===== src/rtl/pipe_ctrl_if.sv =====
// Pipeline-control request/response bundle.
// Handshake: there is no valid/ready pair here; the requests are level
// signals sampled on every rising clk edge, and the stall vector is a
// same-cycle combinational answer to them. flush/new_pc_o form a one-cycle
// pulse: new_pc_o is meaningful only while flush=1.
interface pipe_ctrl_if;
  logic        stallreq_id;
  logic        stallreq_ex;
  logic        flush_req;
  logic [31:0] new_pc_i;
  logic        halt_req;
  logic        resume_req;
  logic [5:0]  stall;
  logic        flush;
  logic [31:0] new_pc_o;
  logic [1:0]  state_o;
  logic        timeout_o;
  logic [15:0] stall_cnt_o;

  // Requester side (pipeline / bench)
  modport master (
    output stallreq_id, stallreq_ex, flush_req, new_pc_i, halt_req, resume_req,
    input  stall, flush, new_pc_o, state_o, timeout_o, stall_cnt_o
  );

  // Controller side
  modport slave (
    input  stallreq_id, stallreq_ex, flush_req, new_pc_i, halt_req, resume_req,
    output stall, flush, new_pc_o, state_o, timeout_o, stall_cnt_o
  );
endinterface


===== src/rtl/pipe_ctrl.sv =====
// pipe_ctrl: pipeline stall/flush/halt controller with stall timeout.
// Optional feature: define CTRL_PERF_CNT_EN to build the saturating
// stalled-cycle counter on stall_cnt_o; otherwise stall_cnt_o is 0.
module pipe_ctrl #(
  parameter int          STALL_LIMIT = 64,
  parameter logic [31:0] TIMEOUT_VEC = 32'h0000_0100
) (
  input logic        clk,
  input logic        rst,
  pipe_ctrl_if.slave bus
);

  typedef enum logic [1:0] {
    RUN   = 2'd0,
    STALL = 2'd1,
    HALT  = 2'd2,
    FLUSH = 2'd3
  } state_t;

  localparam int            CW     = $clog2(STALL_LIMIT + 1);
  localparam logic [CW-1:0] LIM    = CW'(STALL_LIMIT);
  localparam logic [CW-1:0] LIM_M1 = CW'(STALL_LIMIT - 1);

  state_t        r_state;
  state_t        w_state_nxt;
  logic [31:0]   r_new_pc;
  logic          r_timeout;
  logic [CW-1:0] r_to_cnt;
  logic [5:0]    w_stall;
  logic          w_cap_pc;
  logic          w_cap_to;
  logic          w_active;
  logic          w_ex_run;
  logic          w_to_hit;

  // RUN and STALL share request handling; the timeout counter only runs there.
  assign w_active = (r_state == RUN) || (r_state == STALL);
  assign w_ex_run = w_active && bus.stallreq_ex && !bus.flush_req;
  assign w_to_hit = w_ex_run && (r_to_cnt == LIM_M1);

  // Next-state and combinational stall vector, requests in fixed priority.
  always_comb begin
    w_state_nxt = r_state;
    w_stall     = 6'b000000;
    w_cap_pc    = 1'b0;
    w_cap_to    = 1'b0;
    case (r_state)
      RUN, STALL: begin
        if (bus.flush_req) begin
          w_state_nxt = FLUSH;
          w_cap_pc    = 1'b1;
        end else if (w_to_hit) begin
          w_state_nxt = FLUSH;
          w_cap_to    = 1'b1;
        end else if (bus.stallreq_ex) begin
          w_state_nxt = STALL;
          w_stall     = 6'b001111;
        end else if (bus.stallreq_id) begin
          w_state_nxt = STALL;
          w_stall     = 6'b000111;
        end else if (bus.halt_req && (r_state == RUN)) begin
          w_state_nxt = HALT;
        end else begin
          w_state_nxt = RUN;
        end
      end
      HALT: begin
        if (bus.flush_req) begin
          w_state_nxt = FLUSH;
          w_cap_pc    = 1'b1;
        end else if (bus.resume_req) begin
          w_state_nxt = RUN;
        end else begin
          w_stall     = 6'b111111;
        end
      end
      default: begin
        // FLUSH: single cycle, every request ignored.
        w_state_nxt = RUN;
      end
    endcase
    if (rst) begin
      w_stall = 6'b000000;
    end
  end

  // State, restart PC, sticky timeout flag and consecutive-stall counter.
  always_ff @(posedge clk) begin
    if (rst) begin
      r_state   <= RUN;
      r_new_pc  <= 32'h0;
      r_timeout <= 1'b0;
      r_to_cnt  <= '0;
    end else begin
      r_state <= w_state_nxt;
      if (w_cap_pc) begin
        r_new_pc <= bus.new_pc_i;
      end else if (w_cap_to) begin
        r_new_pc  <= TIMEOUT_VEC;
        r_timeout <= 1'b1;
      end
      if (w_ex_run) begin
        if (r_to_cnt != LIM) begin
          r_to_cnt <= r_to_cnt + 1'b1;
        end
      end else begin
        r_to_cnt <= '0;
      end
    end
  end

`ifdef CTRL_PERF_CNT_EN
  logic [15:0] r_stall_cnt;

  // Saturating count of cycles in which any stage is held.
  always_ff @(posedge clk) begin
    if (rst) begin
      r_stall_cnt <= 16'h0;
    end else if ((w_stall != 6'b000000) && (r_stall_cnt != 16'hFFFF)) begin
      r_stall_cnt <= r_stall_cnt + 16'h1;
    end
  end

  assign bus.stall_cnt_o = r_stall_cnt;
`else
  assign bus.stall_cnt_o = 16'h0;
`endif

  assign bus.stall     = w_stall;
  assign bus.flush     = (r_state == FLUSH);
  assign bus.new_pc_o  = r_new_pc;
  assign bus.state_o   = r_state;
  assign bus.timeout_o = r_timeout;

endmodule


===== src/flat_wrapper.sv =====
// flat-port wrapper written by rule: the top's interface ports become plain ports
module pipe_ctrl_flat 
#(
  parameter int          STALL_LIMIT = 64,
  parameter logic [31:0] TIMEOUT_VEC = 32'h0000_0100
)
  (clk, rst, bus_stallreq_id, bus_stallreq_ex, bus_flush_req, bus_new_pc_i, bus_halt_req, bus_resume_req, bus_stall, bus_flush, bus_new_pc_o, bus_state_o, bus_timeout_o, bus_stall_cnt_o);
  pipe_ctrl_if bus_i ();
  input logic clk;
  input logic rst;
  input wire logic [$bits(bus_i.stallreq_id)-1:0] bus_stallreq_id;
  input wire logic [$bits(bus_i.stallreq_ex)-1:0] bus_stallreq_ex;
  input wire logic [$bits(bus_i.flush_req)-1:0] bus_flush_req;
  input wire logic [$bits(bus_i.new_pc_i)-1:0] bus_new_pc_i;
  input wire logic [$bits(bus_i.halt_req)-1:0] bus_halt_req;
  input wire logic [$bits(bus_i.resume_req)-1:0] bus_resume_req;
  output wire logic [$bits(bus_i.stall)-1:0] bus_stall;
  output wire logic [$bits(bus_i.flush)-1:0] bus_flush;
  output wire logic [$bits(bus_i.new_pc_o)-1:0] bus_new_pc_o;
  output wire logic [$bits(bus_i.state_o)-1:0] bus_state_o;
  output wire logic [$bits(bus_i.timeout_o)-1:0] bus_timeout_o;
  output wire logic [$bits(bus_i.stall_cnt_o)-1:0] bus_stall_cnt_o;
  assign bus_i.stallreq_id = bus_stallreq_id;
  assign bus_i.stallreq_ex = bus_stallreq_ex;
  assign bus_i.flush_req = bus_flush_req;
  assign bus_i.new_pc_i = bus_new_pc_i;
  assign bus_i.halt_req = bus_halt_req;
  assign bus_i.resume_req = bus_resume_req;
  assign bus_stall = bus_i.stall;
  assign bus_flush = bus_i.flush;
  assign bus_new_pc_o = bus_i.new_pc_o;
  assign bus_state_o = bus_i.state_o;
  assign bus_timeout_o = bus_i.timeout_o;
  assign bus_stall_cnt_o = bus_i.stall_cnt_o;
  pipe_ctrl #(.STALL_LIMIT(STALL_LIMIT), .TIMEOUT_VEC(TIMEOUT_VEC)) u_core (.clk(clk), .rst(rst), .bus(bus_i));
endmodule

===== config.mk =====
export PLATFORM = sky130hd
export DESIGN_NAME = pipe_ctrl_flat
export DESIGN_NICKNAME = d
export VERILOG_FILES = /design/src/rtl/pipe_ctrl_if.sv /design/src/rtl/pipe_ctrl.sv /design/src/flat_wrapper.sv
export SDC_FILE = /design/constraint.sdc
export NUM_CORES = 1
export LEC_CHECK = 0
export ABC_AREA = 1
export BUFFER_PORTS_ARGS = -buffer_cell sky130_fd_sc_hd__buf_2
export CAP_MARGIN = 25
export CORE_MARGIN = 1
export CORE_UTILIZATION = 45
export CTS_CLUSTER_DIAMETER = 150
export CTS_CLUSTER_SIZE = 25
export DETAILED_ROUTE_END_ITERATION = 8
export PLACE_DENSITY = 0.88
export SLEW_MARGIN = 0
export SYNTH_ARGS = -nofsm -noshare
export SYNTH_HDL_FRONTEND = slang
export SYNTH_SLANG_ARGS = --single-unit

===== constraint.sdc =====
create_clock -name clk -period 2.05 [get_ports clk]
set_input_delay 0.41 -clock clk [delete_from_list [all_inputs] [get_ports clk]]
set_output_delay 0.41 -clock clk [all_outputs]
set_load 0.01 [all_outputs]

# Word level (Yosys, flattened, before mapping)
# Index checks and enable logic that the tools add are counted.
# Widths: inputs -> output; s select.
[classes]
bitwise_logic = 2
reduce_logical = 12
n_eq_ne = 6
mux = 23
n_addsub = 1
[ops]
columns = ["operator", "count"]
rows = [
  ["$mux 32", 2],
  ["$mux 6", 6],
  ["$mux 2", 7],
  ["$pmux 6 s2", 1],
  ["$add 7x1->7 const B", 1],
  ["$eq 7x6->1 const B", 1],
  ["$ne 7x7->1 const B", 1],
  ["$mux 1", 5],
  ["$eq 2x2->1 const B", 2],
  ["$logic_and 1x1->1", 4],
  ["$pmux 2 s2", 1],
  ["$reduce_or 2->1", 2],
  ["$mux 3", 1],
  ["$ne 3x3->1 const B", 1],
  ["$reduce_or 3->1", 1],
  ["$eq 2x1->1 const B", 1],
  ["$logic_not 2->1", 1],
  ["$not 1->1", 2],
  ["$reduce_and 2->1", 1],
  ["$reduce_bool 2->1", 1],
  ["$logic_not 1->1", 1],
  ["$logic_or 1x1->1", 1],
]
[word_totals]
input_bits = 39
output_inout_bits = 58
reg_bits = 42
word_cells = 48

# Depth between registers and ports, before layout
[depth]
ltp_word = 10
depth_mapped = 8
depth_no_buf = 7

# Least setup slack after synthesis
# No wires, ideal clock.
[synth_timing]
kind = "reg2out"
startpoint = "reg u_core.r_to_cnt[0]"
endpoint = "out bus_stall[1]"
arrival_time_ns = 1.411
required_time_ns = 1.640
slack_ns = 0.229
n_path_buf = 2
stages_incl_launch_ff = 9
cell_sequence = "dfxtp_1 ha_1 nand3_2 nor2_4 nand2_4 buf_6 nand3_1 o21ai_1 buf_4"
[synth_between]
elab_chain_len = 6
[synth_lines]
columns = ["element", "line_no", "source"]
rows = [
  ["start: declaration", "pipe_ctrl.sv:28", "logic [CW-1:0] r_to_cnt;"],
  ["start signal: assignment", "pipe_ctrl.sv:104", "r_to_cnt <= r_to_cnt + 1'b1;"],
  ["$eq 7x6->1", "pipe_ctrl.sv:39", "assign w_to_hit = w_ex_run && (r_to_cnt == LIM_M1);"],
  ["$logic_and 1x1->1", "pipe_ctrl.sv:39", ""],
  ["$mux 6", "pipe_ctrl.sv:52", "end else if (w_to_hit) begin"],
  ["$mux 6", "pipe_ctrl.sv:49", "if (bus.flush_req) begin"],
  ["$pmux 6 s2", "pipe_ctrl.sv:47", "case (r_state)"],
  ["$mux 6", "pipe_ctrl.sv:82", "if (rst) begin"],
  ["end: declaration", "flat_wrapper.sv:17", "output wire logic [$bits(bus_i.stall)-1:0] bus_stall;"],
]
# No other way between the ends.

# Worst setup path after layout
[layout_timing]
startpoint = "reg u_core.r_to_cnt[1]"
endpoint = "out bus_stall[2]"
# Same word-level chain as after synthesis.

==> reports/qor.txt <==
Worst Path Arrival: 1.51 ns
Outcome: finished clean
Die area: 4420 um2
Clk_skew: 0.00196 ns
Ports: 97
Leakage: 1.14 nW
Post-synth top area share: 0.449
# port buffers: 80
Crit start category: flop
Top Usage Layer GRT: met2
Largest net degree at the start of global routing: 35
RR Endpoint: u_core.bus.new_pc_o[25]
Power Total: 1.72 mW
Post-Syn Area: 1870 um2
Skew-Pair Late Insertion Delay: 0.28 ns
CTS Buf Count: 5
Nets@finish: 353
CP max-delay cell: dfxtp_1
Leading area contributor after synthesis: dfxtp_1
DRC Markers: 0
Die width: 66.5 um
Sequential element share of the synthesized area: 0.449
Starting Density: 0.468
Worst reg-to-reg path cell count: 5
Drt wl/cell: 10.9 um
Peak VDD IR: 0.463 mV
Delay-heaviest family, CP: simple AND/OR/NAND/NOR gates
Root buf cell: clkbuf_8
Fillers: 390
GRT met3 Usage: 0.0445
Max-slew violations: 0
H-Tree Depth: 2
Critical Path Source: u_core.r_to_cnt[1]
Vias in the first global route: 1487
RSZ-0062 raised after global routing: no
Rows: 23
Layout area overhead: 23.2%
Final Setup Violations: 0
CTS Sinks: 42
RD Place Congestion: 0.885
Yosys warnings: 0
First-pass GRT wire length: 6420 um
Max Cap Viol: 0
Worst Path Max Fanout: 4
Core area: 4000 um2
Synth unique cells: 28
Avg Inst Size Synth: 7.86 um2
Worst Path Required: 1.64 ns
Hold Violations, Final: 0
Vias after detailed routing: 1747
Cell count after synthesis: 238
CTS tree: yes
Longest Clk Path Bufs: 2
Final setup TNS: 0 ns
CP endpoint kind: output pin
GRT met2 Usage: 0.321
CP bufs+invs: 1
Worst hold path type: input pin to flop
DRT iter0 DRCs: 68
Post-DP HPWL: 2860 um
Clock transition at path regs: 0.07 ns
Die Ht: 66.5 um
Hold Crit Endpoint: u_core.bus.new_pc_o[5]
Worst path cell trace: ha_2 -> nand3_2 -> nor2_4 -> nand2_4 -> nand3_1 -> o21ai_1 -> buf_2
Initial DRT Pass Iterations: 7
Top post-synthesis cells by area: dfxtp_1 45%, nand3_1 9.6%, a21oi_1 9.4%
GR Overflow Total: 0
PwrDens: 745 nW/um2
Fmax: 522 MHz
R2R Path Start: u_core.bus.state_o[1]
Final ANT Viol Nets: 0
Share of layout cells above drive strength 1: 0.326
Total Wirelength: 3970 um
Hold path cells: 3
Register-to-register setup slack: 0.54 ns
GRT Total Usage: 0.189
Min Tclk post-route: 1.92 ns
Met1 Use GR: 0.231
Antenna diode count: 0
Final Cycle Share: 0.935
Yosys reg bits: 42
Number of antenna violations at the first check in global routing: 0
DR vias/cell: 4.81
Kind of critical path: flop to output pin
Hold Path Origin: bus_new_pc_i[5]
CP max stage delay: 0.37 ns
worst min-delay path, cell delays in order:
cell     delay (ns)
buf_2          0.09
nand2_1        0.05
a21oi_1        0.05
layout by cell type, fill, tap and decap left out, types with 2 or more instances in the layout:
| cell | instances |
|---|---|
| a21oi_1 | 35 |
| dfxtp_1 | 41 |
| buf_4 | 4 |
| nand3_1 | 36 |
| inv_1 | 14 |
| clkbuf_8 | 8 |
| nor2_1 | 11 |
| nor3_1 | 2 |
| o21ai_0 | 2 |
| xor2_1 | 2 |
| nand4_1 | 3 |
| conb_1 | 16 |
| buf_2 | 80 |
| nand2_1 | 44 |
state kept, by name (all words and copies together) (netlist names):
register	cells
u_core.bus.new_pc_o	32
u_core.bus.timeout_o	1
u_core.bus.state_o	2
u_core.r_to_cnt	7
layer usage:
layer,part of all wire,up-vias
met1,0.44,786
met3,0.051,7
met4,0.013,0
met5,0,-
li1,-,892
met2,0.49,62
area by class of cell:
type	count	area [um2]	share of cell area
flip-flops and latches	42	842	0.365
multi-input cells	164	803	0.349
repair buffers	84	430	0.187
clock buffers	8	110	0.0478
well taps	50	62.6	0.0271
inverters	15	56.3	0.0244
power breakdown:
part	internal (mW)	switching, mW	leakage, nW
logic	0.0960	0.139	0.741
clock network	0.340	0.261	0.0575
registers	0.858	0.0232	0.345
total	1.29	0.423	1.14
metrics by stage:
| step | instance area (um2) | setup WS [ns] | std cells | utilization | hold slack [ns] |
|---|---|---|---|---|---|
| floorplan | 1930 | 0.229 | 253 | - | 0.463 |
| global placement | 2190 | 0.443 | 355 | 0.548 | 0.444 |
| detailed placement | 2190 | 0.402 | 355 | 0.548 | 0.447 |
| CTS | 2300 | 0.0801 | 363 | 0.575 | 0.361 |
| global route | 2300 | 0.000963 | 363 | 0.576 | 0.367 |
| finish | 2300 | 0.134 | 363 | 0.576 | 0.373 |
cell families after synthesis:
family / share of synthesized area
AND/OR/NAND/NOR: 0.255
AO/OA/AOI/OAI: 0.114
XOR/XNOR: 0.0140
flip-flops: 0.450
other: 0.00200
buffers and inverters: 0.153
adder cells (fa/ha/maj): 0.0134
synth_stat cells:
cell type	instances
nand2_2	1
nor3_1	2
nor2_4	1
inv_1	14
conb_1	1
o21ai_0	2
nor2_1	11
buf_6	3
o21ai_1	1
inv_2	1
nand4_2	1
a21oi_1	35
xnor2_1	1
nand3_2	1
nand2_1	44
buf_4	22
o22ai_1	1
dfxtp_1	42
xor2_1	2
nand3_1	36
o21bai_1	1
ha_1	2
nor3_2	1
nand4_1	3
clkbuf_1	4
a21oi_2	1
buf_2	3
nand2_4	1
repair_timing:
action,CTS,global route
endpoints found under the setup margin,0,3
resized for setup,0,2
setup buffers,0,0
hold buffers,0,0
how the worst max path moves through the flow:
stage                   end  slack [ns]  cells after the start
2_1_floorplan  bus_stall[1]        0.23                      8
3_3_place_gp   bus_stall[3]        0.44                      5
3_5_place_dp   bus_stall[2]        0.40                      7
4_1_cts        bus_stall[2]        0.08                      7
5_1_grt        bus_stall[2]       0.001                      7
6_report       bus_stall[2]        0.13                      7
Note: power is estimated with default switching activity, not from simulation.
